`src/rtl/reset_sequencer.sv`:
```
// Reset sequencer: async-assert / sync-deassert, minimum assertion stretch, then ordered
// release of NUM_OUT reset domains. Define RESET_SEQ_ACK_EN for per-domain ack handshake + timeout.
module reset_sequencer #(
  parameter int NUM_OUT     = 4,
  parameter int SYNC_STAGES = 3,
  parameter int MIN_ASSERT  = 16,
  parameter int RELEASE_GAP = 8,
  parameter int ACK_TIMEOUT = 1024
) (
  input  logic               clk,
  input  logic               async_reset_n,
  input  logic               soft_reset,
`ifdef RESET_SEQ_ACK_EN
  input  logic [NUM_OUT-1:0] rst_ack,
  output logic               timeout_err,
`endif
  output logic [NUM_OUT-1:0] rst_out,
  output logic               done
);

  localparam int MAX_AG = (RELEASE_GAP > ACK_TIMEOUT) ? RELEASE_GAP : ACK_TIMEOUT;
  localparam int MAXV   = (MIN_ASSERT > MAX_AG) ? MIN_ASSERT : MAX_AG;
  localparam int CNT_W  = $clog2(MAXV + 1);
  localparam int IDX_W  = (NUM_OUT > 1) ? $clog2(NUM_OUT) : 1;

  localparam logic [CNT_W-1:0] MA_LAST = CNT_W'(MIN_ASSERT - 1);
  localparam logic [CNT_W-1:0] RG_LAST = CNT_W'(RELEASE_GAP - 1);

  localparam logic [1:0] S_HOLD = 2'd0;
  localparam logic [1:0] S_GAP  = 2'd1;
  localparam logic [1:0] S_DONE = 2'd2;
`ifdef RESET_SEQ_ACK_EN
  localparam logic [1:0] S_WACK = 2'd3;
  localparam logic [CNT_W-1:0] AT_LAST = CNT_W'(ACK_TIMEOUT - 1);
  localparam logic [CNT_W-1:0] AT_FULL = CNT_W'(ACK_TIMEOUT);
`endif

  logic [SYNC_STAGES-1:0] sync;
  logic                   sync_ok;
  logic [1:0]             state;
  logic [CNT_W-1:0]       cnt;
  logic [IDX_W-1:0]       idx;

  assign sync_ok = sync[SYNC_STAGES-1];

  always_ff @(posedge clk or negedge async_reset_n) begin
    if (!async_reset_n) begin
      sync    <= '0;
      state   <= S_HOLD;
      cnt     <= '0;
      idx     <= '0;
      rst_out <= '1;
      done    <= 1'b0;
`ifdef RESET_SEQ_ACK_EN
      timeout_err <= 1'b0;
`endif
    end else begin
      sync <= {sync[SYNC_STAGES-2:0], 1'b1};
      // Soft reset outranks any release scheduled for this edge.
      if (soft_reset) begin
        state   <= S_HOLD;
        cnt     <= '0;
        idx     <= '0;
        rst_out <= '1;
        done    <= 1'b0;
      end else begin
        case (state)
          S_HOLD: begin
            if (!sync_ok) begin
              cnt <= '0;
            end else if (cnt == MA_LAST) begin
              rst_out[0] <= 1'b0;
              idx        <= '0;
              cnt        <= '0;
`ifdef RESET_SEQ_ACK_EN
              state <= S_WACK;
`else
              if (NUM_OUT == 1) begin
                state <= S_DONE;
                done  <= 1'b1;
              end else begin
                state <= S_GAP;
              end
`endif
            end else begin
              cnt <= cnt + 1'b1;
            end
          end
          S_GAP: begin
            if (cnt == RG_LAST) begin
              cnt <= '0;
              idx <= idx + 1'b1;
              for (int k = 0; k < NUM_OUT; k++)
                if (k == int'(idx) + 1) rst_out[k] <= 1'b0;
`ifdef RESET_SEQ_ACK_EN
              state <= S_WACK;
`else
              if (int'(idx) == NUM_OUT - 2) begin
                state <= S_DONE;
                done  <= 1'b1;
              end
`endif
            end else begin
              cnt <= cnt + 1'b1;
            end
          end
`ifdef RESET_SEQ_ACK_EN
          S_WACK: begin
            if (rst_ack[idx]) begin
              cnt <= '0;
              if (int'(idx) == NUM_OUT - 1) begin
                state <= S_DONE;
                done  <= 1'b1;
              end else begin
                state <= S_GAP;
              end
            end else if (cnt == AT_FULL) begin
              // Flag was raised last edge; now restart the whole sequence.
              state   <= S_HOLD;
              cnt     <= '0;
              idx     <= '0;
              rst_out <= '1;
            end else begin
              cnt <= cnt + 1'b1;
              if (cnt == AT_LAST) timeout_err <= 1'b1;
            end
          end
`endif
          S_DONE: begin
          end
          default: begin
            state <= S_HOLD;
            cnt   <= '0;
          end
        endcase
      end
    end
  end

endmodule

```
`config.mk`:
```
export PLATFORM = sky130hd
export DESIGN_NAME = reset_sequencer
export DESIGN_NICKNAME = d
export VERILOG_FILES = /design/src/rtl/reset_sequencer.sv
export SDC_FILE = /design/constraint.sdc
export NUM_CORES = 1
export LEC_CHECK = 0
export ABC_AREA = 1
export CAP_MARGIN = 20
export CORE_MARGIN = 2
export CORE_UTILIZATION = 55
export CTS_CLUSTER_DIAMETER = 40
export DETAILED_ROUTE_END_ITERATION = 6
export PLACE_DENSITY = 0.83
export SLEW_MARGIN = 0
export SYNTH_ARGS = -nofsm -noshare
export SYNTH_HDL_FRONTEND = slang
export SYNTH_SLANG_ARGS = --single-unit
```
`constraint.sdc`:
```
create_clock -name clk -period 1.85 [get_ports clk]
set_clock_uncertainty 0.2 [all_clocks]
set_input_delay 0.4625 -clock clk [delete_from_list [all_inputs] [get_ports clk]]
set_output_delay 0.4625 -clock clk [all_outputs]
set_load 0.1 [all_outputs]
```
Word level (Yosys, flattened, before mapping)
Index checks and enable logic that the tools add are counted.
Widths: inputs -> output; s select.
- mux-type cells: 30
- reduce and logical (&&, ||, !) cells: 16
- equal/unequal tests: 14
- add/sub/neg operators: 3
- operators with widths (operator ; number):
    $mux 11 ; 4
    $pmux 11 s3 ; 1
    $eq 2x32->1 const A ; 1
    $eq 3x32->1 const A ; 1
    $logic_not 32->1 ; 1
    $mux 2 ; 9
    $ne 3x3->1 const B ; 5
    $reduce_and 3->1 ; 4
    $reduce_bool 2->1 ; 6
    $add 11x1->11 const B ; 1
    $eq 11x3->1 const B ; 1
    $eq 11x4->1 const B ; 1
    $mux 1 ; 10
    $reduce_and 5->1 ; 2
    $mux 4 ; 2
    $pmux 2 s3 ; 1
    $eq 2x2->1 const B ; 2
    $pmux 2 s2 ; 1
    $reduce_and 4->1 ; 1
    $add 2x1->3 const B ; 1
    $eq 2x3->1 const A ; 1
    $mux 3 ; 1
    $reduce_bool 3->1 ; 1
    $add 2x1->2 const B ; 1
    4 further kinds ; 4
- logic and storage cells: 72
- bits in registers: 23
- output and inout port bits: 5
- input bits: 3

Depth between registers and ports, before layout
Gate-level depths: netlist of the first run.
- depth after elaboration: 6
- mapped depth: 9
- depth with buffers taken out: 9

Worst setup path before layout of the first run
No wires, ideal clock.
- kind: input port to flip-flop
- from: input soft_reset
- to: register cnt[10]
- path slack: 0.266 ns
- data required time: 1.530 ns
- arrival: 1.264 ns
- library setup time: 0.120 ns
- cell stages on the path: 8
- cells stage by stage: buf_6 nor3_4 inv_2 buf_6 nand3_1 nand2_1 nand2_1 a21oi_2
- word-level cells in the longest chain between the ends: 1
- ends and longest elaborated chain (element ; RTL line ; text):
    from (decl) ; 12 ; input logic soft_reset,
    $ne 2x2->1 (no line) / $mux 11 (equally long branches) ; - ;
    to (signal assigned) ; 86 ; cnt <= cnt + 1'b1;
    to (signal assigned) ; 104 ; cnt <= cnt + 1'b1;
    to (decl) ; 41 ; logic [CNT_W-1:0] cnt;
Several ways; a longest one is shown, not always the timed one.
A chain may end at the register's enable or synchronous reset.

Final worst setup path of the first run
- from: register rst_out[3]
- to: output rst_out[3]
- RTL lines (element ; RTL line ; text):
    from (decl) ; 17 ; output logic [NUM_OUT-1:0] rst_out,
No word-level cell between the ends.

==> run summary, run 1 <==
RUN STATUS
--------------------------------------------------------------------------------------
Run status                                                                complete, no violations

GLOBAL ROUTING
--------------------------------------------------------------------------------------
Total gr overflow                                                                    0
Antenna violations before repair                                                     0
Via count of the first global-routing pass                                        1126
Global-route wire length before repair                                         4705 um
Largest net degree at the start of global routing                                   24
Overall track demand over capacity in global routing                            0.2408

SETUP PATH
--------------------------------------------------------------------------------------
Ordered cell list for the critical path                                         buf_12
Worst path required time                                                       1.19 ns
Critical path depth in cells                                                         1
Maximum single-stage delay on the critical path                                0.58 ns
Cells on worst reg2reg path                                                          8
Family of cells with the greatest summed delay on the critical path         flip-flops
Arrival time at the worst endpoint                                             1.08 ns
Critical Path Sink Type                                                    output port
Number of buffer and inverter stages on the critical path                            1
Crit Path Class                                                                reg2out
Cell at the slowest stage of the critical path                                 dfstp_2
Startpoint Class                                                                  flop
Worst Path Max Fanout                                                                2

ROUTE
--------------------------------------------------------------------------------------
Top routing layer in use                                                          met4
Iteration-0 DRC count of the detailed router                                        36
Routed via count                                                                  1111
Detailed-routed wire length on met3                                             100 um
Remaining routing DRC violations                                                     0
Number of nets still failing antenna checks after routing                            0
Wire length per cell after detailed routing                                   13.01 um
Detailed-route wire length                                                     2733 um
Number of optimization iterations in the first detailed-route pass                   4
Wire length on met2                                                            1381 um
Detail-routed via count per cell                                                 5.290
Total routed wire length on the met1 layer                                     1195 um

SYNTH
--------------------------------------------------------------------------------------
Share of the yosys chip area belonging to registers                             0.4603
Number of synthesized flops with an enable pin                                       0
Top cells by instance count after synthesis                               nand2_1 (49), inv_1 (21), dfrtp_1 (19)
Yosys warnings                                                                       0
Cell variety after synth                                                            23
Fraction of post-synthesis cell area in the top cell type by area               0.3770
Most frequent cell after synthesis                                             nand2_1
Synthesized flop and latch total                                                    23
Post-Syn Nets                                                                      168
Fraction of registers with async set or reset after synthesis                    1.000
Avg Inst Size Synth                                                         7.834 um^2
Ranking of synthesized cells by area                                      dfrtp_1 (38%), nand2_1 (15%), dfstp_2 (8.3%), inv_1 (6.3%), nand3_1 (5.2%)
Combined area of all synthesized cells                                       1261 um^2
Commonest register cell after synthesis                                        dfrtp_1
Cells after synthesis                                                              161
Cell type with the largest total area after synthesis                          dfrtp_1

CTS
--------------------------------------------------------------------------------------
Clock network latency to the later pin of the worst-skew pair                  0.32 ns
Htree depth                                                                          1
Total number of clock tree sinks                                                    23
Clock root cell                                                               clkbuf_4
Clock slew at the register clock pins of the worst setup and hold paths        0.13 ns
Clock Tree Buf Depth                                                                 2
Number of buffers added by the clock tree synthesis step                             3
Clock tree from TritonCTS                                                          yes

FLOORPLAN
--------------------------------------------------------------------------------------
Area inside the core boundary                                                2191 um^2
Horizontal extent of the die                                                  51.89 um
Die area                                                                     2692 um^2
Die Ht                                                                        51.89 um
I/O pin total                                                                        8
Initial core utilization                                                        0.5757
Number of cell rows                                                                 17

POWER
--------------------------------------------------------------------------------------
Power density normalized to cell area                                     856.1 nW/um^2
Leakage                                                                      0.7424 nW
Peak ir drop on the vdd network                                              0.6036 mV

TIMING
--------------------------------------------------------------------------------------
Fmax                                                                         573.8 MHz
Final worst-path cycle share                                                    0.9421
Period minus WS final                                                         1.743 ns
Final max-slew violation count                                                       0
Final number of setup-violating endpoints                                            0
Final number of hold-violating endpoints                                             0
Setup repair after global routing missed its margin                                 no

FLOW RUN
--------------------------------------------------------------------------------------
Max-cap violation count                                                              0

PLACEMENT
--------------------------------------------------------------------------------------
GP Congestion                                                                   0.9090
I/O Buffers                                                                          7
DPL Wire Length                                                                2024 um
Area after DPL                                                               1476 um^2

CELLS AND AREA
--------------------------------------------------------------------------------------
Area added between synthesis and finish                                         20.04%
Post-layout instance area                                                    1514 um^2
Utilization of the core after routing                                           0.6910
Share of post-route cells with drive strength above 1                           0.1813
NumNets Final                                                                      190
Number of antenna cells inserted                                                     0

WORST HOLD PATH
--------------------------------------------------------------------------------------
Worst hold path stage count                                                          0
Hold crit path type                                                            reg2reg

## routing by layer
metal | track usage | up-vias
met5 | 0 | -
met4 | 0.1272 | 0
met3 | 0.05172 | 7
met2 | 0.4030 | 30
met1 | 0.2876 | 528
li1 | - | 546
## cell usage in the layout, fill, tap and decap left out, types with 2 or more instances in the layout
cell	instances
buf_4	12
ha_1	3
o21ai_1	5
clkdlybuf4s50_1	2
a21oi_1	6
xor2_1	6
inv_1	21
o21ai_0	4
dfstp_2	4
nand3_1	13
nand2_1	49
dfrtp_1	18
clkbuf_4	3
buf_12	5
nor3_1	2
nor2_1	16
## layout make-up
cell class              count  area, um^2
clock buffers               4       26.28
fillers                   160       676.9
inverters                  22       82.58
multi-input cells         114       578.1
flip-flops and latches     23       581.8
well taps                  28       35.03
repair buffers             19       210.2
## state kept, by name (all words and copies together) (netlist names)
signal and count:
rst_out 4, done 1, cnt 11, idx 2, sync 3, state 2
## worst paths after layout
check | slack, ns | endpoint | start
worst min register to register | 0.17 | sync[2]$_DFF_PN0_ | sync[1]$_DFF_PN0_
worst max-delay path | 0.11 | rst_out[3] | rst_out[3]$_DFFE_PN1P_
min in group asynchronous | 0.28 | cnt[5]$_DFFE_PN0N_ | async_reset_n
max in group asynchronous | 0.90 | rst_out[0]$_DFFE_PN1P_ | async_reset_n
worst min-delay path | 0.17 | sync[2]$_DFF_PN0_ | sync[1]$_DFF_PN0_
worst max register to register | 0.20 | cnt[2]$_DFFE_PN0N_ | cnt[0]$_DFFE_PN0N_
## stage by stage
step	hold WS (ns)	power (mW)	setup slack [ns]	instances	TNS (ns)
floorplan	-0.03309	0.9020	0.2661	161	0
global placement	0.1369	1.024	-0.1426	205	-1.424
detailed placement	0.1428	1.050	-0.1998	205	-2.148
CTS	0.1708	1.285	0.09610	209	0
global route	0.1842	1.394	0.005468	210	0
finish	0.1663	1.296	0.1072	210	0
## kinds of logic (layout without fill, tap and decap cells)
kind of cell	count (synthesis)	after routing	synth area share
adder cells (fa/ha/maj)	4	4	0.03968
XOR/XNOR	6	6	0.04167
other	1	1	0.002973
flip-flops	23	23	0.4603
AO/OA/AOI/OAI	18	18	0.07739
AND/OR/NAND/NOR	85	85	0.2947
buffers and inverters	24	45	0.08333
## repair_timing
action | CTS | global route
endpoints found under the setup margin | 0 | 7
resized for setup | 0 | 3
setup buffers | 0 | 1
hold buffers | 0 | 0
## where the power goes
part | switching, mW | internal (mW)
registers | 0.0498 | 0.559
logic | 0.291 | 0.163
clock network | 0.148 | 0.0844
(Power assumes the default switching activity.)
==> run 2: changes to the inputs <==
--- a/config.mk
+++ b/config.mk
@@ -7,7 +7,6 @@
 export LEC_CHECK = 0
 export ABC_AREA = 1
 export CAP_MARGIN = 20
-export CORE_MARGIN = 2
 export CORE_UTILIZATION = 55
 export CTS_CLUSTER_DIAMETER = 40
 export DETAILED_ROUTE_END_ITERATION = 6
==> run summary, run 2 (same netlist as run 1, synthesis figures left out) <==
RUN STATUS
--------------------------------------------------------------------------------------
Run status                                                                complete, no violations

FLOW RUN
--------------------------------------------------------------------------------------
Max-cap violation count                                                              0

PLACEMENT
--------------------------------------------------------------------------------------
DPL Wire Length                                                                1976 um
I/O Buffers                                                                          7
Cell total after placement                                                         204
Placement Setup Slack                                                       -0.2688 ns
GP Congestion                                                                   0.8768

SETUP PATH
--------------------------------------------------------------------------------------
Arrival time at the worst endpoint                                             1.06 ns
Startpoint Class                                                                  flop
Worst Path Max Fanout                                                                2
Ordered cell list for the critical path                                         buf_12
Number of buffer and inverter stages on the critical path                            1
Maximum single-stage delay on the critical path                                0.58 ns
Critical Path Sink Type                                                    output port
Worst path required time                                                       1.19 ns
Cell at the slowest stage of the critical path                                 dfstp_2
Crit Path Class                                                                reg2out
Family of cells with the greatest summed delay on the critical path         flip-flops

ROUTE
--------------------------------------------------------------------------------------
Routed via count                                                                  1071
Number of nets still failing antenna checks after routing                            0
Detailed-route wire length                                                     2602 um
Remaining routing DRC violations                                                     0
Detail-routed via count per cell                                                 5.149
Number of optimization iterations in the first detailed-route pass                   4
Iteration-0 DRC count of the detailed router                                        25
Wire length per cell after detailed routing                                   12.51 um

CTS
--------------------------------------------------------------------------------------
Clock tree from TritonCTS                                                          yes
Post-CTS setup buffers                                                               0
Number of buffers added by the clock tree synthesis step                             3
Clock slew at the register clock pins of the worst setup and hold paths        0.13 ns
Htree depth                                                                          1
Clock Tree Buf Depth                                                                 2
Total number of clock tree sinks                                                    23
Clock network latency to the later pin of the worst-skew pair                  0.31 ns
Clock root cell                                                               clkbuf_4

FLOORPLAN
--------------------------------------------------------------------------------------
Die Ht                                                                        49.89 um
Number of cell rows                                                                 16
Die area                                                                     2489 um^2
Initial core utilization                                                        0.6117
Horizontal extent of the die                                                  49.89 um
Area inside the core boundary                                                2062 um^2
I/O pin total                                                                        8

WORST HOLD PATH
--------------------------------------------------------------------------------------
Hold crit path type                                                            reg2reg

GLOBAL ROUTING
--------------------------------------------------------------------------------------
Global-route wire length before repair                                         4629 um
Via count of the first global-routing pass                                        1037
Largest net degree at the start of global routing                                   24
Antenna violations before repair                                                     0
Total gr overflow                                                                    0
Overall track demand over capacity in global routing                            0.2515

CELLS AND AREA
--------------------------------------------------------------------------------------
Share of post-route cells with drive strength above 1                           0.1713
Most common cell after layout, fill and taps aside                             nand2_1
Final Instance Count excl. Fillers                                                 208
NumNets Final                                                                      189
Max FFs per register                                                                11
Leading cell types in the layout, fill and taps excluded                  nand2_1 (49), inv_1 (21), dfrtp_1 (19)
Area added between synthesis and finish                                         19.34%
Fill cells                                                                         156
Top Registers                                                             cnt x11, rst_out x4, sync x3
Largest reg by FF count                                                            cnt
Number of antenna cells inserted                                                     0
Multi-input logic area                                                      575.6 um^2
Flip-flop and latch area                                                    580.6 um^2

TIMING
--------------------------------------------------------------------------------------
Final number of setup-violating endpoints                                            0
Fmax                                                                         579.1 MHz
Setup repair after global routing missed its margin                                 no
Final number of hold-violating endpoints                                             0
Final max-slew violation count                                                       0
Period minus WS final                                                         1.727 ns
Setup slack after layout                                                     0.1232 ns
Final worst-path cycle share                                                    0.9334

POWER
--------------------------------------------------------------------------------------
Leakage                                                                      0.7524 nW
Peak ir drop on the vdd network                                              0.6903 mV
Cell-internal power                                                          0.8003 mW
Power density normalized to cell area                                     852.8 nW/um^2
Combinational cell fraction of total power                                       0.350
Relative contribution of the clock network to total power                        0.180
Net switching power figure                                                   0.4832 mW
Switching power as a share of total power                                       0.3765
Sequential cell fraction of total power                                          0.470

-- run 2: area by class of cell --
| cell class | instances | area share |
|---|---|---|
| flip-flops and latches | 23 | 0.3857 |
| well taps | 27 | 0.02244 |
| clock buffers | 3 | 0.01496 |
| clock inverters | 1 | 0.003325 |
| repair buffers | 18 | 0.1363 |
| multi-input cells | 114 | 0.3824 |
| inverters | 22 | 0.05486 |
-- run 2: power by group through the flow --
stage / combinational [mW] / sequential, mW / clock [mW]
after floorplan: 0.254 / 0.648 / 0
after global placement: 0.425 / 0.609 / 0
after detailed placement: 0.446 / 0.612 / 0
after CTS: 0.450 / 0.602 / 0.242
after global routing: 0.503 / 0.608 / 0.257
final: 0.449 / 0.603 / 0.232
-- run 2: per-stage QoR --
stage	power, mW	cell area (um^2)	hold slack [ns]	TNS (ns)	utilization
global placement	1.034	1475	0.1336	-1.600	0.7154
global route	1.368	1505	0.1728	0	0.7300
floorplan	0.9020	1261	-0.03309	0	-
CTS	1.294	1503	0.1679	0	0.7288
finish	1.284	1505	0.1642	0	0.7300
detailed placement	1.058	1475	0.1371	-2.599	0.7154
-- run 2: path summary, 6_finish.rpt --
| kind | startpoint | end | slack, ns | cells past startpoint |
|---|---|---|---|---|
| max | rst_out[1]$_DFFE_PN1P_ | rst_out[1] | 0.12 | 1 |
| min | sync[1]$_DFF_PN0_ | sync[2]$_DFF_PN0_ | 0.16 | 0 |
| max reg2reg | cnt[1]$_DFFE_PN0N_ | idx[0]$_DFFE_PN0P_ | 0.18 | 8 |
| min reg2reg | sync[1]$_DFF_PN0_ | sync[2]$_DFF_PN0_ | 0.16 | 0 |
| max in group asynchronous | async_reset_n | rst_out[3]$_DFFE_PN1P_ | 0.89 | 2 |
| min in group asynchronous | async_reset_n | cnt[0]$_DFFE_PN0N_ | 0.29 | 2 |
-- run 2: routing by layer --
| metal | GRT usage | part of all wire | vias to the layer above |
|---|---|---|---|
| met1 | 0.3166 | 0.44 | 497 |
| li1 | - | - | 537 |
| met5 | 0 | 0 | - |
| met3 | 0.04321 | 0.053 | 4 |
| met4 | 0.08571 | 0.012 | 0 |
| met2 | 0.4324 | 0.49 | 33 |
-- run 2: timing repair --
item	CTS	global route
setup endpoints to repair	0	3
gates resized for setup	0	1
hold buffers	0	0
